## config.mk

```make
export PLATFORM = sky130hd
export DESIGN_NAME = pe_scheduler
export DESIGN_NICKNAME = d
export VERILOG_FILES = /design/src/rtl/pe_scheduler.sv
export SDC_FILE = /design/constraint.sdc
export NUM_CORES = 1
export LEC_CHECK = 0
export CORE_MARGIN = 2
export CORE_UTILIZATION = 39
export CTS_BUF_LIST = sky130_fd_sc_hd__clkbuf_16
export CTS_CLUSTER_DIAMETER = 40
export DETAILED_ROUTE_END_ITERATION = 8
export PLACE_DENSITY = 0.79
export RECOVER_POWER = 25
export SYNTH_ARGS = -nofsm -noshare
export SYNTH_HDL_FRONTEND = slang
export SYNTH_SLANG_ARGS = --single-unit
```

## constraint.sdc

```tcl
create_clock -name clk -period 2.7 [get_ports clk]
set_input_delay 0.81 -clock clk [delete_from_list [all_inputs] [get_ports clk]]
set_output_delay 0.81 -clock clk [all_outputs]
set_load 0.01 [all_outputs]
```

## src/rtl/pe_scheduler.sv

```systemverilog
// pe_scheduler: dispatches layered tasks onto a PE bank with a per-layer completion barrier.
// Optional cycle/stall counters when PE_SCHED_PERF_EN is defined.
module pe_scheduler #(
  parameter int NUM_PE          = 4,
  parameter int NUM_LAYERS      = 3,
  parameter int TASKS_PER_LAYER = 8
) (
  input  logic                   clk,
  input  logic                   rst,
  input  logic                   start,
  input  logic [NUM_PE-1:0]      pe_done,
  output logic [NUM_PE-1:0]      pe_start,
  output logic [NUM_PE*32-1:0]   pe_num,
  output logic [31:0]            layer_num,
  output logic                   busy,
  output logic                   layer_done,
  output logic                   done
`ifdef PE_SCHED_PERF_EN
  ,
  output logic [31:0]            cycle_count,
  output logic [31:0]            stall_count
`endif
);
  localparam int TW = $clog2(TASKS_PER_LAYER + 1);
  localparam int LW = (NUM_LAYERS > 1) ? $clog2(NUM_LAYERS) : 1;
  localparam int SW = (NUM_PE > 1) ? $clog2(NUM_PE) : 1;
  localparam int CW = $clog2(NUM_PE + 1);
  typedef enum logic [1:0] {IDLE, DISPATCH, WAIT_LAYER, FINISH} state_t;
  state_t state;
  logic [NUM_PE-1:0] pe_busy, hits;
  logic [TW-1:0] issued, completed;
  logic [LW-1:0] layer;
  logic [SW-1:0] sel;
  logic [CW-1:0] n_hits;
  logic found, go;

  assign hits = pe_done & pe_busy;
  assign go = start && (state == IDLE || state == FINISH);
  assign layer_num = 32'(layer);

  // lowest-index idle PE; idleness is the registered mask, so a PE freed this cycle waits one cycle
  always_comb begin
    sel = '0;
    found = 1'b0;
    n_hits = '0;
    for (int i = NUM_PE - 1; i >= 0; i--) begin
      if (!pe_busy[i]) begin
        sel = SW'(i);
        found = 1'b1;
      end
      n_hits = n_hits + CW'(hits[i]);
    end
  end

  always_ff @(posedge clk or negedge rst) begin
    if (!rst) begin
      state <= IDLE;
      pe_start <= '0;
      pe_num <= '0;
      layer <= '0;
      pe_busy <= '0;
      issued <= '0;
      completed <= '0;
      busy <= 1'b0;
      layer_done <= 1'b0;
      done <= 1'b0;
    end else begin
      pe_start <= '0;
      layer_done <= 1'b0;
      pe_busy <= pe_busy & ~hits;
      completed <= completed + TW'(n_hits);
      case (state)
        IDLE, FINISH: if (go) begin
          state <= DISPATCH;
          layer <= '0;
          issued <= '0;
          completed <= '0;
          pe_busy <= '0;
          busy <= 1'b1;
          done <= 1'b0;
        end
        DISPATCH: if (issued == TW'(TASKS_PER_LAYER)) begin
          state <= WAIT_LAYER;
        end else if (found) begin
          pe_start[sel] <= 1'b1;
          pe_num[32*sel +: 32] <= 32'(issued);
          pe_busy[sel] <= 1'b1;
          issued <= issued + 1'b1;
        end
        // layer_done is held for its pulse cycle so layer_num still names the finished layer
        WAIT_LAYER: if (layer_done) begin
          issued <= '0;
          completed <= '0;
          if (layer == LW'(NUM_LAYERS - 1)) begin
            state <= FINISH;
            busy <= 1'b0;
            done <= 1'b1;
          end else begin
            layer <= layer + 1'b1;
            state <= DISPATCH;
          end
        end else if (completed == TW'(TASKS_PER_LAYER)) begin
          layer_done <= 1'b1;
        end
        default: state <= IDLE;
      endcase
    end
  end

`ifdef PE_SCHED_PERF_EN
  always_ff @(posedge clk or negedge rst) begin
    if (!rst) begin
      cycle_count <= '0;
      stall_count <= '0;
    end else if (go) begin
      cycle_count <= '0;
      stall_count <= '0;
    end else begin
      if (busy && cycle_count != '1) cycle_count <= cycle_count + 1'b1;
      if (state == DISPATCH && issued < TW'(TASKS_PER_LAYER) && !found && stall_count != '1)
        stall_count <= stall_count + 1'b1;
    end
  end
`endif
endmodule

```

==> metrics.md, run 1 <==
| Metric | Value |
|---|---|
| Slew headroom | `36.70%` |
| Skew-Pair Late Insertion Delay | `0.28 ns` |
| Vias per cell | `4.075` |
| Sequential fraction of the synthesis area | `a little under a third` |
| # H-tree levels | `2` |
| Power Dens Cells | `751.0 mW/mm2` |
| Leakage | `0.001600 uW` |
| Inserted Clock Buffers | `5` |
| Clock Tree Root | `clkbuf_16` |
| Critical Path Max Stage Delay | `0.54 ns` |
| GRT Total Usage | `between 10% and 20%` |
| Layout area overhead | `1.944%` |
| Initial antenna violation count | `0` |
| Largest net degree at the start of global routing | `40` |
| Placed Area | `0.002972 mm2` |
| Clock power frac | `around 28%` |
| Vias in the first global route | `1,672` |
| Detailed Routing Iterations Pass 1 | `4` |
| Total grt overflow | `0` |
| Die ar. | `roughly 0.0086 mm2` |
| Max_cap viols | `0` |
| Fmax | `399.5 MHz` |
| Routed WL per cell | `around 10 um` |
| N_diodes | `0` |
| Slew Limit Fails | `0` |
| CTS Sinks | `39` |
| Critical Path End | `completed[1]` |
| Pint | `1442 uW` |
| Row count | `32` |
| Fin. Hold Viols | `0` |
| Post-synth EDFFs | `0` |
| Share of cells above drive strength 1 | `between 5 and 6%` |
| Fin nets | `401` |
| Detailed-route via count | `1,964` |
| Final WL | `4997 um` |
| Setup violations, final | `0` |
| FF-to-FF End | `pe_num[96]` |
| CTS tree | `done` |
| Worst Path Required | `2.92 ns` |
| Slowest-stage cell, CP | `fa_1` |
| Filler instances | `775` |
| Yosys cell types | `40` |
| Global-route wire length before repair | `7769 um` |
| Cell count of the worst reg-to-reg path | `8` |
| Clock buffer depth | `2` |
| Crit-path cells | `dlygate4sd2_1 -> nand2_2 -> fa_1 -> inv_1 -> fa_2 -> fa_2 -> and2_1` |
| Die Width | `between 90 and 100 um` |
| Switching Share | `39.03%` |
| Sequential power share | `33.9%` |
| Worst vdd ir | `between 200 and 300 uV` |
| Floorplan core area | `roughly 0.0077 mm2` |
| Crit-path most repeated cell | `fa_2` |
| Post-route ant nets | `0` |
| Post-DP HPWL | `3970 um` |
| Final worst path period share | `92.70%` |
| Tot Pwr | `2365 uW` |
| Clock slew at reported path FFs | `0.06 ns` |
| Final Util | `slightly above 40%` |
| Finished Cell Area | `0.003149 mm2` |
| Post-synthesis instance total | `345` |
| DIE HEIGHT | `93 um` |
| DR DRC count | `0` |
| HP Class | `reg2reg` |
| CP delay by family, top | `adder cells` |
| Status | `finished clean` |
| IO Pins | `174` |
| Worst-Margin Slew | `0.9496 ns` |
| Number of synthesized register bits | `39` |
| Max Clock Skew | `between 0.003 and 0.004 ns` |
| Critical path endpoint category | `flip-flop` |
| Iter 0 DRT Violations | `87` |
| Port Buffers | `31` |
| Crit path buf inv count | `2` |
| Initial core utilization | `40.19%` |
| Critical path class | `in2reg` |
| Critical path depth in cells | `7` |
| Gate power share | `about 39%` |
| CP Launch Point | `pe_done[0]` |
| Primary FF master, synth | `dfrtp_1` |
| Mapped Area | `0.003089 mm2` |
| Final Wtd Congestion | `0.8126` |
| Critical R2R Launch | `pe_busy[3]` |
| Net Switching | `about 920 uW` |
| FF-to-FF setup slack | `0.41 ns` |
| Max Fanout on Critical Path | `2` |
| Syn_area_per_cell | `8.954 um2` |
| Startpoint class of the critical path | `input port` |
| Period minus WS final | `2.503 ns` |
| Number of setup buffers added after CTS | `0` |
| Worst Path Arrival | `2.72 ns` |
| Unrepaired setup endpoints after global routing | `no` |
| Synth Warn # | `0` |
| Post-synth ARST share | `between 90% and 100%` |
timing repair:
item / CTS / global route
setup endpoints to repair: 3 / 2
pin swaps: 2 / 1
resized for setup: 4 / 3
hold buffers: 0 / 0
cloned: 0 / 0
synth_stat cells, types with 2 or more instances:
cell type / number / share of area (%)
a21oi_1: 6 / 0.97
a22o_1: 2 / 0.57
and2_1: 3 / 0.61
buf_4: 143 / 35
dfrtp_1: 39 / 32
fa_1: 3 / 1.9
ha_1: 12 / 4.9
inv_1: 16 / 1.9
nand2_1: 41 / 5.0
nand2b_1: 3 / 0.61
nand3_1: 7 / 1.1
nand4_1: 3 / 0.61
nand4_2: 2 / 0.81
nand4_4: 2 / 1.4
nor2_1: 6 / 0.73
nor2b_1: 2 / 0.40
nor3_1: 2 / 0.32
o21ai_0: 16 / 2.6
o31ai_1: 10 / 2.4
o32ai_1: 4 / 1.1
or2b_2: 2 / 0.57
or3_1: 2 / 0.40
xnor2_1: 2 / 0.57
flip-flops by register name, indices dropped and copies added (netlist names):
name	flops
pe_busy	4
pe_start	4
pe_num	16
layer	2
state	2
busy	1
done	1
layer_done	1
issued	4
completed	4
kinds of logic after synthesis:
group / Yosys count / synth area share [%]
flip-flops: 39 / 31.59
adder cells (fa/ha/maj): 15 / 6.804
other: 1 / 0.1214
XOR/XNOR: 3 / 0.8507
AO/OA/AOI/OAI: 42 / 8.668
AND/OR/NAND/NOR: 82 / 14.58
buffers and inverters: 163 / 37.38
worst min-delay path, delay by kind of cell, from the launching register on:
family | cells | cell delay, ns
and+or+nand+nor | 1 | 0.05
AOI/OAI and AO/OA | 1 | 0.05
DFF | 1 | 0.34
power by group through the flow:
stage          Combinational, uW  Clock [uW]  Sequential (uW)
6_report                     912         650              803
2_1_floorplan                791           0              799
3_5_place_dp                 909           0              807
3_3_place_gp                 878           0              803
4_1_cts                      913         667              800
5_1_grt                     1030         696              819
worst min path at each step:
stage,from,end,cells past startpoint,slack [ns]
after floorplan,completed[0],layer_done,1,0.45
after global placement,pe_num[1],pe_num[1],2,0.46
after detailed placement,pe_num[0],pe_num[0],2,0.47
after CTS,pe_num[0],pe_num[0],2,0.48
after global routing,pe_num[65],pe_num[65],2,0.53
final,pe_num[65],pe_num[65],2,0.48
layout by cell type, fill, tap and decap left out, types with 3 or more instances in the layout:
master | Yosys | routed
conb_1 | 1 | 142
nand2_1 | 41 | 39
dfrtp_1 | 39 | 39
clkdlybuf4s50_1 | 0 | 27
inv_1 | 16 | 16
o21ai_0 | 16 | 16
ha_1 | 12 | 12
o31ai_1 | 10 | 10
nand3_1 | 7 | 7
a21oi_1 | 6 | 6
nor2_1 | 6 | 6
clkbuf_16 | 0 | 5
o32ai_1 | 4 | 4
nand2b_1 | 3 | 3
and2_1 | 3 | 3
nand4_1 | 3 | 3
per-layer routing:
metal  GRT usage [%]  share of wire (%)
met2           20.05                 54
met1           12.51                 36
met4           6.740                3.2
met5               0                  0
met3           2.256                6.9
per-stage QoR:
stage	hold WS, ns	TNS, ns	instances	setup slack, ns
after detailed placement	0.4712	-1.287	474	-0.4879
after global routing	0.5289	0	482	0.1117
after floorplan	0.4484	0	486	0.1289
after CTS	0.4836	0	482	0.003986
after global placement	0.4648	-0.9872	474	-0.4166
final	0.4769	0	482	0.1971
final cells by class:
cell class	count	area, um2	area share (%)
Clock buffer	5	125.1	3.973
Clock inverter	3	38.79	1.232
Inverter	16	60.06	1.907
Multi-Input combinational cell	284	1498	47.56
Sequential cell	39	975.9	30.99
Tap cell	102	127.6	4.052
Timing Repair Buffer	33	324.1	10.29
Note: power is estimated with default switching activity, not from simulation.
==> inputs of run 2 (changes only) <==
--- a/config.mk
+++ b/config.mk
@@ -6,11 +6,10 @@
 export NUM_CORES = 1
 export LEC_CHECK = 0
 export CORE_MARGIN = 2
-export CORE_UTILIZATION = 39
-export CTS_BUF_LIST = sky130_fd_sc_hd__clkbuf_16
+export CORE_UTILIZATION = 32
 export CTS_CLUSTER_DIAMETER = 40
 export DETAILED_ROUTE_END_ITERATION = 8
-export PLACE_DENSITY = 0.79
+export PLACE_DENSITY = 0.67
 export RECOVER_POWER = 25
 export SYNTH_ARGS = -nofsm -noshare
 export SYNTH_HDL_FRONTEND = slang
==> run 2 against run 1 <==
Compared with the run above: sequential share of layout area increased by 0.27 points; sequential power about the same; critical path depth unchanged; utilization decreased by 7.3 points; largest power group unchanged; combinational power grew 2%; cell count up 5.6%; critical path type unchanged.
==> metrics.md, run 2 (synthesis gave the netlist of run 1 again) <==
| Metric | Value |
|---|---|
| Status | `finished clean (unchanged)` |
| Worst Path Arrival | `2.74 ns (was 2.72 ns)` |
| Worst Hold Depth | `2 (unchanged)` |
| N_diodes | `0 (unchanged)` |
| Largest net degree at the start of global routing | `40 (unchanged)` |
| Period minus WS final | `2.516 ns (was 2.503 ns)` |
| Max Fanout on Critical Path | `2 (unchanged)` |
| Setup violations, final | `0 (unchanged)` |
| Worst Path Required | `2.92 ns (about the same)` |
| Pint | `1246 uW (was 1442 uW)` |
| Cell count of the worst reg-to-reg path | `8 (unchanged)` |
| Filler instances | `956 (was 775)` |
| Vias in the first global route | `1,645 (was 1,672)` |
| DR DRC count | `0 (unchanged)` |
| Number of flip-flops under the largest register name | `16 (unchanged)` |
| Final setup TNS | `0 ns (unchanged)` |
| Slew Limit Fails | `0 (unchanged)` |
| FF-to-FF setup slack | `0.39 ns (was 0.41 ns)` |
| Post-DP HPWL | `4046 um (was 3970 um)` |
| Die Width | `102.3 um (was 93 um)` |
| Row count | `35 (was 32)` |
| FF-to-FF End | `pe_num[98] (was pe_num[96])` |
| CP delay by family, top | `adder cells (unchanged)` |
| Routed WL per cell | `10.14 um (was 10.37 um)` |
| Sequential power share | `37.2% (was 33.9%)` |
| Critical path endpoint category | `flip-flop (unchanged)` |
| WHS Endpoint | `pe_num[2] (was pe_num[65])` |
| Critical path depth in cells | `7 (unchanged)` |
| Power Dens Cells | `688.8 mW/mm2 (was 751.0 mW/mm2)` |
| Layout area overhead | `1.053% (was 1.944%)` |
| Clock slew at reported path FFs | `0.07 ns (was 0.06 ns)` |
| Vias per cell | `3.776 (was 4.075)` |
| Final WL | `5159 um (was 4997 um)` |
| Inserted Clock Buffers | `5 (unchanged)` |
| DIE HEIGHT | `102.3 um (was 93 um)` |
| Gate power share | `43.2% (was 38.6%)` |
| Share of cells above drive strength 1 | `5.789% (unchanged)` |
| Iter 0 DRT Violations | `60 (was 87)` |
| Skew-Pair Late Insertion Delay | `0.29 ns (was 0.28 ns)` |
| CTS tree | `done (unchanged)` |
| Slew headroom | `37.17% (was 36.70%)` |
| CTS Sinks | `39 (unchanged)` |
| Crit-path cells | `dlygate4sd2_1 -> nand2_1 -> fa_1 -> inv_2 -> fa_2 -> fa_2 -> and2_1 (was dlygate4sd2_1 -> nand2_2 -> fa_1 -> inv_1 -> fa_2 -> fa_2 -> and2_1)` |
| Clock Tree Root | `clkbuf_8 (was clkbuf_16)` |
| Die ar. | `0.01046 mm2 (was 0.008649 mm2)` |
| Fmax | `397.5 MHz (was 399.5 MHz)` |
| Total grt overflow | `0 (unchanged)` |
| Worst vdd ir | `209.4 uV (was 292.0 uV)` |
| Initial antenna violation count | `0 (unchanged)` |
| Global-route wire length before repair | `7941 um (was 7769 um)` |
| Unrepaired setup endpoints after global routing | `no (unchanged)` |
| GRT Total Usage | `9.463% (was 11.33%)` |
| HP Class | `reg2reg (unchanged)` |
| Max_cap viols | `0 (unchanged)` |
| Detailed Routing Iterations Pass 1 | `4 (unchanged)` |
| Initial core utilization | `33.27% (was 40.19%)` |
| Most frequent cells in the layout | `conb_1, nand2_1, dfrtp_1 (unchanged)` |
| Critical Path Max Stage Delay | `0.58 ns (was 0.54 ns)` |
| Max Clock Skew | `0.005509 ns (was 0.003675 ns)` |
| Most common cell after layout, fill and taps aside | `conb_1 (unchanged)` |
| Floorplan core area | `0.009284 mm2 (was 0.007687 mm2)` |
| Crit-path most repeated cell | `fa_2 (unchanged)` |
| Hold path start | `pe_num[2] (was pe_num[65])` |
| # hold bufs at CTS | `0 (unchanged)` |
| # H-tree levels | `2 (unchanged)` |
| Detailed-route via count | `1,922 (was 1,964)` |
| Crit path buf inv count | `2 (unchanged)` |
| Net Switching | `903.8 uW (was 923.0 uW)` |
| IO Pins | `174 (unchanged)` |
| Clock power frac | `19.6% (was 27.5%)` |
| Port Buffers | `31 (unchanged)` |
| Switching Share | `42.03% (was 39.03%)` |
| Fin nets | `401 (unchanged)` |
| Critical path class | `in2reg (unchanged)` |
| Final worst path period share | `93.17% (was 92.70%)` |
| Startpoint class of the critical path | `input port (unchanged)` |
| Leakage | `0.001568 uW (was 0.001600 uW)` |
| Final Wtd Congestion | `0.7977 (was 0.8126)` |
| Final Util | `33.63% (was 40.97%)` |
| Clock buffer depth | `2 (unchanged)` |
| Slowest-stage cell, CP | `fa_1 (unchanged)` |
| Biggest register | `pe_num (unchanged)` |
| Worst-Margin Slew | `0.9424 ns (was 0.9496 ns)` |
| Post-route ant nets | `0 (unchanged)` |
| Fin. Hold Viols | `0 (unchanged)` |
| Critical R2R Launch | `pe_busy[3] (unchanged)` |
==> run 2: cell count changes in the layout (fill, tap and decap cells not counted), sizes merged <==
cell | before | now
clkinv | 2 | 0
bufinv | 1 | 0
clkbuf | 6 | 9
==> run 2: worst max path at each step <==
stage,from,to,slack (ns)
after floorplan,pe_done[0],completed[2],0.13
after global placement,pe_done[0],completed[2],-0.42
after detailed placement,pe_done[0],completed[2],-0.46
after CTS,pe_done[1],completed[1],0.02
after global routing,pe_done[0],completed[1],0.14
final,pe_done[0],completed[1],0.18
==> run 2: worst reg2reg max path, delay by kind of cell (launching register included) <==
family	cells	cell delay, ns
fa+ha+maj	1	0.38
flops	1	0.46
buf+inv	1	0.09
compound gates	3	0.92
simple gates	3	0.37
==> run 2: final cells by class <==
class | count | area [um2] | area share [%]
timing repair buffer | 33 | 324.1 | 10.38
multi-input combinational | 284 | 1500 | 48.06
inverter | 16 | 60.06 | 1.924
tap | 129 | 161.4 | 5.170
clock buffer | 8 | 100.1 | 3.206
sequential | 39 | 975.9 | 31.26
==> run 2: layer usage <==
metal,vias up,track usage [%],routed length (um)
met3,5,1.847,354
met2,102,17.21,2804
met1,906,11.13,1938
met4,0,3.179,62
met5,-,0,0
li1,909,-,-
==> run 2: metrics by stage <==
stage | power, uW | hold slack, ns | instance area (um2) | std cells | setup slack, ns
floorplan | 1590 | 0.4484 | 3618 | 486 | 0.1289
global placement | 1692 | 0.4667 | 3005 | 501 | -0.4198
detailed placement | 1726 | 0.4746 | 3005 | 501 | -0.4563
CTS | 2153 | 0.4910 | 3109 | 509 | 0.02170
global route | 2324 | 0.5231 | 3122 | 509 | 0.1446
finish | 2150 | 0.4823 | 3122 | 509 | 0.1843
==> run 2: repair_timing <==
| action | 4_1_cts | 5_1_grt |
|---|---|---|
| hold endpoints to repair | 0 | 0 |
| gates resized for setup | 3 | 4 |
| buffers inserted | 0 | 0 |
| setup endpoints to repair | 2 | 2 |
| pin swaps | 2 | 3 |
==> run 2: power groups by stage <==
stage               combinational, uW  clock [uW]  sequential [uW]
floorplan                         791           0              799
global placement                  886           0              806
detailed placement                919           0              808
CTS                               921         433              799
global route                     1040         462              821
finish                            928         421              801
==> inputs of run 3 (changes only) <==
--- a/config.mk
+++ b/config.mk
@@ -5,7 +5,7 @@
 export SDC_FILE = /design/constraint.sdc
 export NUM_CORES = 1
 export LEC_CHECK = 0
-export CORE_MARGIN = 2
+export CORE_MARGIN = 1.5
 export CORE_UTILIZATION = 32
 export CTS_CLUSTER_DIAMETER = 40
 export DETAILED_ROUTE_END_ITERATION = 8
==> run 3 against run 2 <==
Compared with the run above: final area increased by 0.68%; clock skew increased by 0.0015 ns; critical path type unchanged; first-iteration DRC count increased by 25%; global-route usage increased by 0.13 points; critical endpoint is now completed[2]; largest power group unchanged.
==> metrics.md, run 3 (synthesis gave the netlist of run 1 again) <==
| Metric | Value |
|---|---|
| Period minus WS final | `2.409 ns (was 2.516 ns)` |
| Met3 WL | `369 um (was 354 um)` |
| Inserted Clock Buffers | `5 (unchanged)` |
| Filler instances | `964 (was 956)` |
| Met1 wire length | `1947 um (was 1938 um)` |
| Max_cap viols | `0 (unchanged)` |
| Placed Cells | `501 (unchanged)` |
| Post-route ant nets | `0 (unchanged)` |
| DIE HEIGHT | `101.3 um (was 102.3 um)` |
| Worst Path Arrival | `2.58 ns (was 2.74 ns)` |
| # H-tree levels | `2 (unchanged)` |
| Unrepaired setup endpoints after global routing | `no (unchanged)` |
| Leakage | `0.001586 uW (was 0.001568 uW)` |
| Multi-input combinational cell area | `0.001500 mm2 (unchanged)` |
| Number of setup buffers added after CTS | `0 (unchanged)` |
| Port Buffers | `31 (unchanged)` |
| Detailed-route via count | `1,909 (was 1,922)` |
| DR DRC count | `0 (unchanged)` |
| Place WS | `-0.4479 ns (was -0.4563 ns)` |
| Critical path endpoint category | `flip-flop (unchanged)` |
| Max Used Layer | `met4 (unchanged)` |
| Power Dens Cells | `710.2 mW/mm2 (was 688.8 mW/mm2)` |
| Fmax | `415.1 MHz (was 397.5 MHz)` |
| Clock buffer depth | `2 (unchanged)` |
| Iter 0 DRT Violations | `75 (was 60)` |
| Post-DP HPWL | `3782 um (was 4046 um)` |
| Layout area overhead | `1.741% (was 1.053%)` |
| Crit-path most repeated cell | `fa_2 (unchanged)` |
| Die ar. | `0.01025 mm2 (was 0.01046 mm2)` |
| CTS Sinks | `39 (unchanged)` |
| Biggest register | `pe_num (unchanged)` |
| N_diodes | `0 (unchanged)` |
| Critical R2R Launch | `pe_busy[3] (unchanged)` |
| Initial antenna violation count | `0 (unchanged)` |
| Max Fanout on Critical Path | `2 (unchanged)` |
| Vias in the first global route | `1,621 (was 1,645)` |
| Largest net degree at the start of global routing | `40 (unchanged)` |
| Setup violations, final | `0 (unchanged)` |
| CP Launch Point | `pe_done[3] (was pe_done[0])` |
| FF-to-FF setup slack | `0.36 ns (was 0.39 ns)` |
| Cell count of the worst reg-to-reg path | `8 (unchanged)` |
| Total grt overflow | `0 (unchanged)` |
| Met2 routed WL | `2623 um (was 2804 um)` |
| Floorplan core area | `0.009284 mm2 (unchanged)` |
| Final Wtd Congestion | `0.7941 (was 0.7977)` |
| Startpoint class of the critical path | `input port (unchanged)` |
| Slowest-stage cell, CP | `fa_1 (unchanged)` |
| Share of cells above drive strength 1 | `6.053% (was 5.789%)` |
| Status | `finished clean (unchanged)` |
| FF-to-FF End | `pe_num[97] (was pe_num[98])` |
| Worst Path Required | `2.87 ns (was 2.92 ns)` |
| Max Clock Skew | `0.007009 ns (was 0.005509 ns)` |
| Critical Path Max Stage Delay | `0.56 ns (was 0.58 ns)` |
| Critical Path End | `completed[2] (was completed[1])` |
| Vias per cell | `3.750 (was 3.776)` |
| Setup ws final | `0.2911 ns (was 0.1843 ns)` |
| Die Width | `101.3 um (was 102.3 um)` |
| Critical path class | `in2reg (unchanged)` |
| Clock slew at reported path FFs | `0.08 ns (was 0.07 ns)` |
| Number of flip-flops under the largest register name | `16 (unchanged)` |
| Most common cell after layout, fill and taps aside | `conb_1 (unchanged)` |
| Global-route wire length before repair | `7714 um (was 7941 um)` |
| Most frequent cells in the layout | `conb_1, nand2_1, dfrtp_1 (unchanged)` |
| GRT Total Usage | `9.590% (was 9.463%)` |
| Fin nets | `401 (unchanged)` |
| Worst-Margin Slew | `0.9718 ns (was 0.9424 ns)` |
| Row count | `35 (unchanged)` |
| Fin. Hold Viols | `0 (unchanged)` |
| Worst vdd ir | `271.0 uV (was 209.4 uV)` |
| IO Pins | `174 (unchanged)` |
| Slew headroom | `35.21% (was 37.17%)` |
| HP Class | `reg2reg (unchanged)` |
| FF/Latch Area | `975.9 um2 (unchanged)` |
| Detailed Routing Iterations Pass 1 | `4 (unchanged)` |
| Final Util | `33.85% (was 33.63%)` |
| Final WL | `4984 um (was 5159 um)` |
| Clock Tree Root | `clkbuf_8 (unchanged)` |
| Final worst path period share | `89.22% (was 93.17%)` |
| Initial core utilization | `33.27% (unchanged)` |
| Non-filler instance count after layout | `509 (unchanged)` |
| CTS tree | `done (unchanged)` |
| Crit-path cells | `dlymetal6s2s_1 -> nand2_1 -> fa_1 -> inv_2 -> fa_2 -> fa_2 -> xnor2_2 -> nor2_1 (was dlygate4sd2_1 -> nand2_1 -> fa_1 -> inv_2 -> fa_2 -> fa_2 -> and2_1)` |
| Slew Limit Fails | `0 (unchanged)` |
| Skew-Pair Late Insertion Delay | `0.30 ns (was 0.29 ns)` |
| Routed WL per cell | `9.792 um (was 10.14 um)` |
[run 3: cell types whose count changed in the layout (fill, tap and decap cells not counted)]
cell,previous run,this run
bufinv_16,0,1
clkbuf_1,1,0
clkbuf_8,7,6
clkinv_2,0,1
dlygate4sd2_1,1,0
dlymetal6s2s_1,2,3
[run 3: repair_timing]
item,4_1_cts,5_1_grt
gates resized for setup,2,5
pin swaps,2,5
hold buffers,0,0
setup endpoints to repair,2,2
[run 3: layout make-up]
cell class              instances  area share, %
repair buffers                 33          10.43
multi-input cells             284          47.73
flip-flops and latches         39          31.05
well taps                     129          5.135
inverters                      16          1.911
clock buffers                   6          2.627
clock inverters                 2          1.115
[run 3: critical path: cells and delay by family]
family                     cells  cell delay [ns]
xor gates and xnor gates       1             0.16
adders and majority gates      3             1.31
buffers and inverters          2             0.15
and+or+nand+nor                2             0.14
[run 3: metal layers]
| layer | vias up | GRT usage [%] |
|---|---|---|
| met5 | - | 0 |
| met1 | 891 | 10.72 |
| met4 | 0 | 3.846 |
| met3 | 6 | 2.346 |
| li1 | 913 | - |
| met2 | 99 | 17.45 |
[run 3: how the worst min path moves through the flow]
stage	start	end	slack, ns	depth (start not counted)
2_1_floorplan	completed[0]	layer_done	0.45	1
3_3_place_gp	pe_num[1]	pe_num[1]	0.47	2
3_5_place_dp	pe_num[0]	pe_num[0]	0.47	2
4_1_cts	pe_num[0]	pe_num[0]	0.49	2
5_1_grt	pe_num[66]	pe_num[66]	0.52	2
6_report	pe_num[0]	pe_num[0]	0.48	2
[run 3: through the flow]
step / area, um2 / hold WS (ns) / TNS [ns] / total power (uW)
floorplan: 3618 / 0.4484 / 0 / 1590
global route: 3143 / 0.5221 / 0 / 2401
CTS: 3128 / 0.4884 / 0 / 2236
detailed placement: 3005 / 0.4705 / -1.093 / 1723
finish: 3143 / 0.4815 / 0 / 2232
global placement: 3005 / 0.4665 / -0.9967 / 1693
[run 3: power breakdown]
part / internal [uW] / switching [uW] / leakage, uW / total, uW
clock network: 299 / 208 / 0.0000612 / 507
registers: 686 / 115 / 0.000530 / 801
logic: 326 / 599 / 0.000995 / 925
total: 1310 / 922 / 0.00159 / 2230
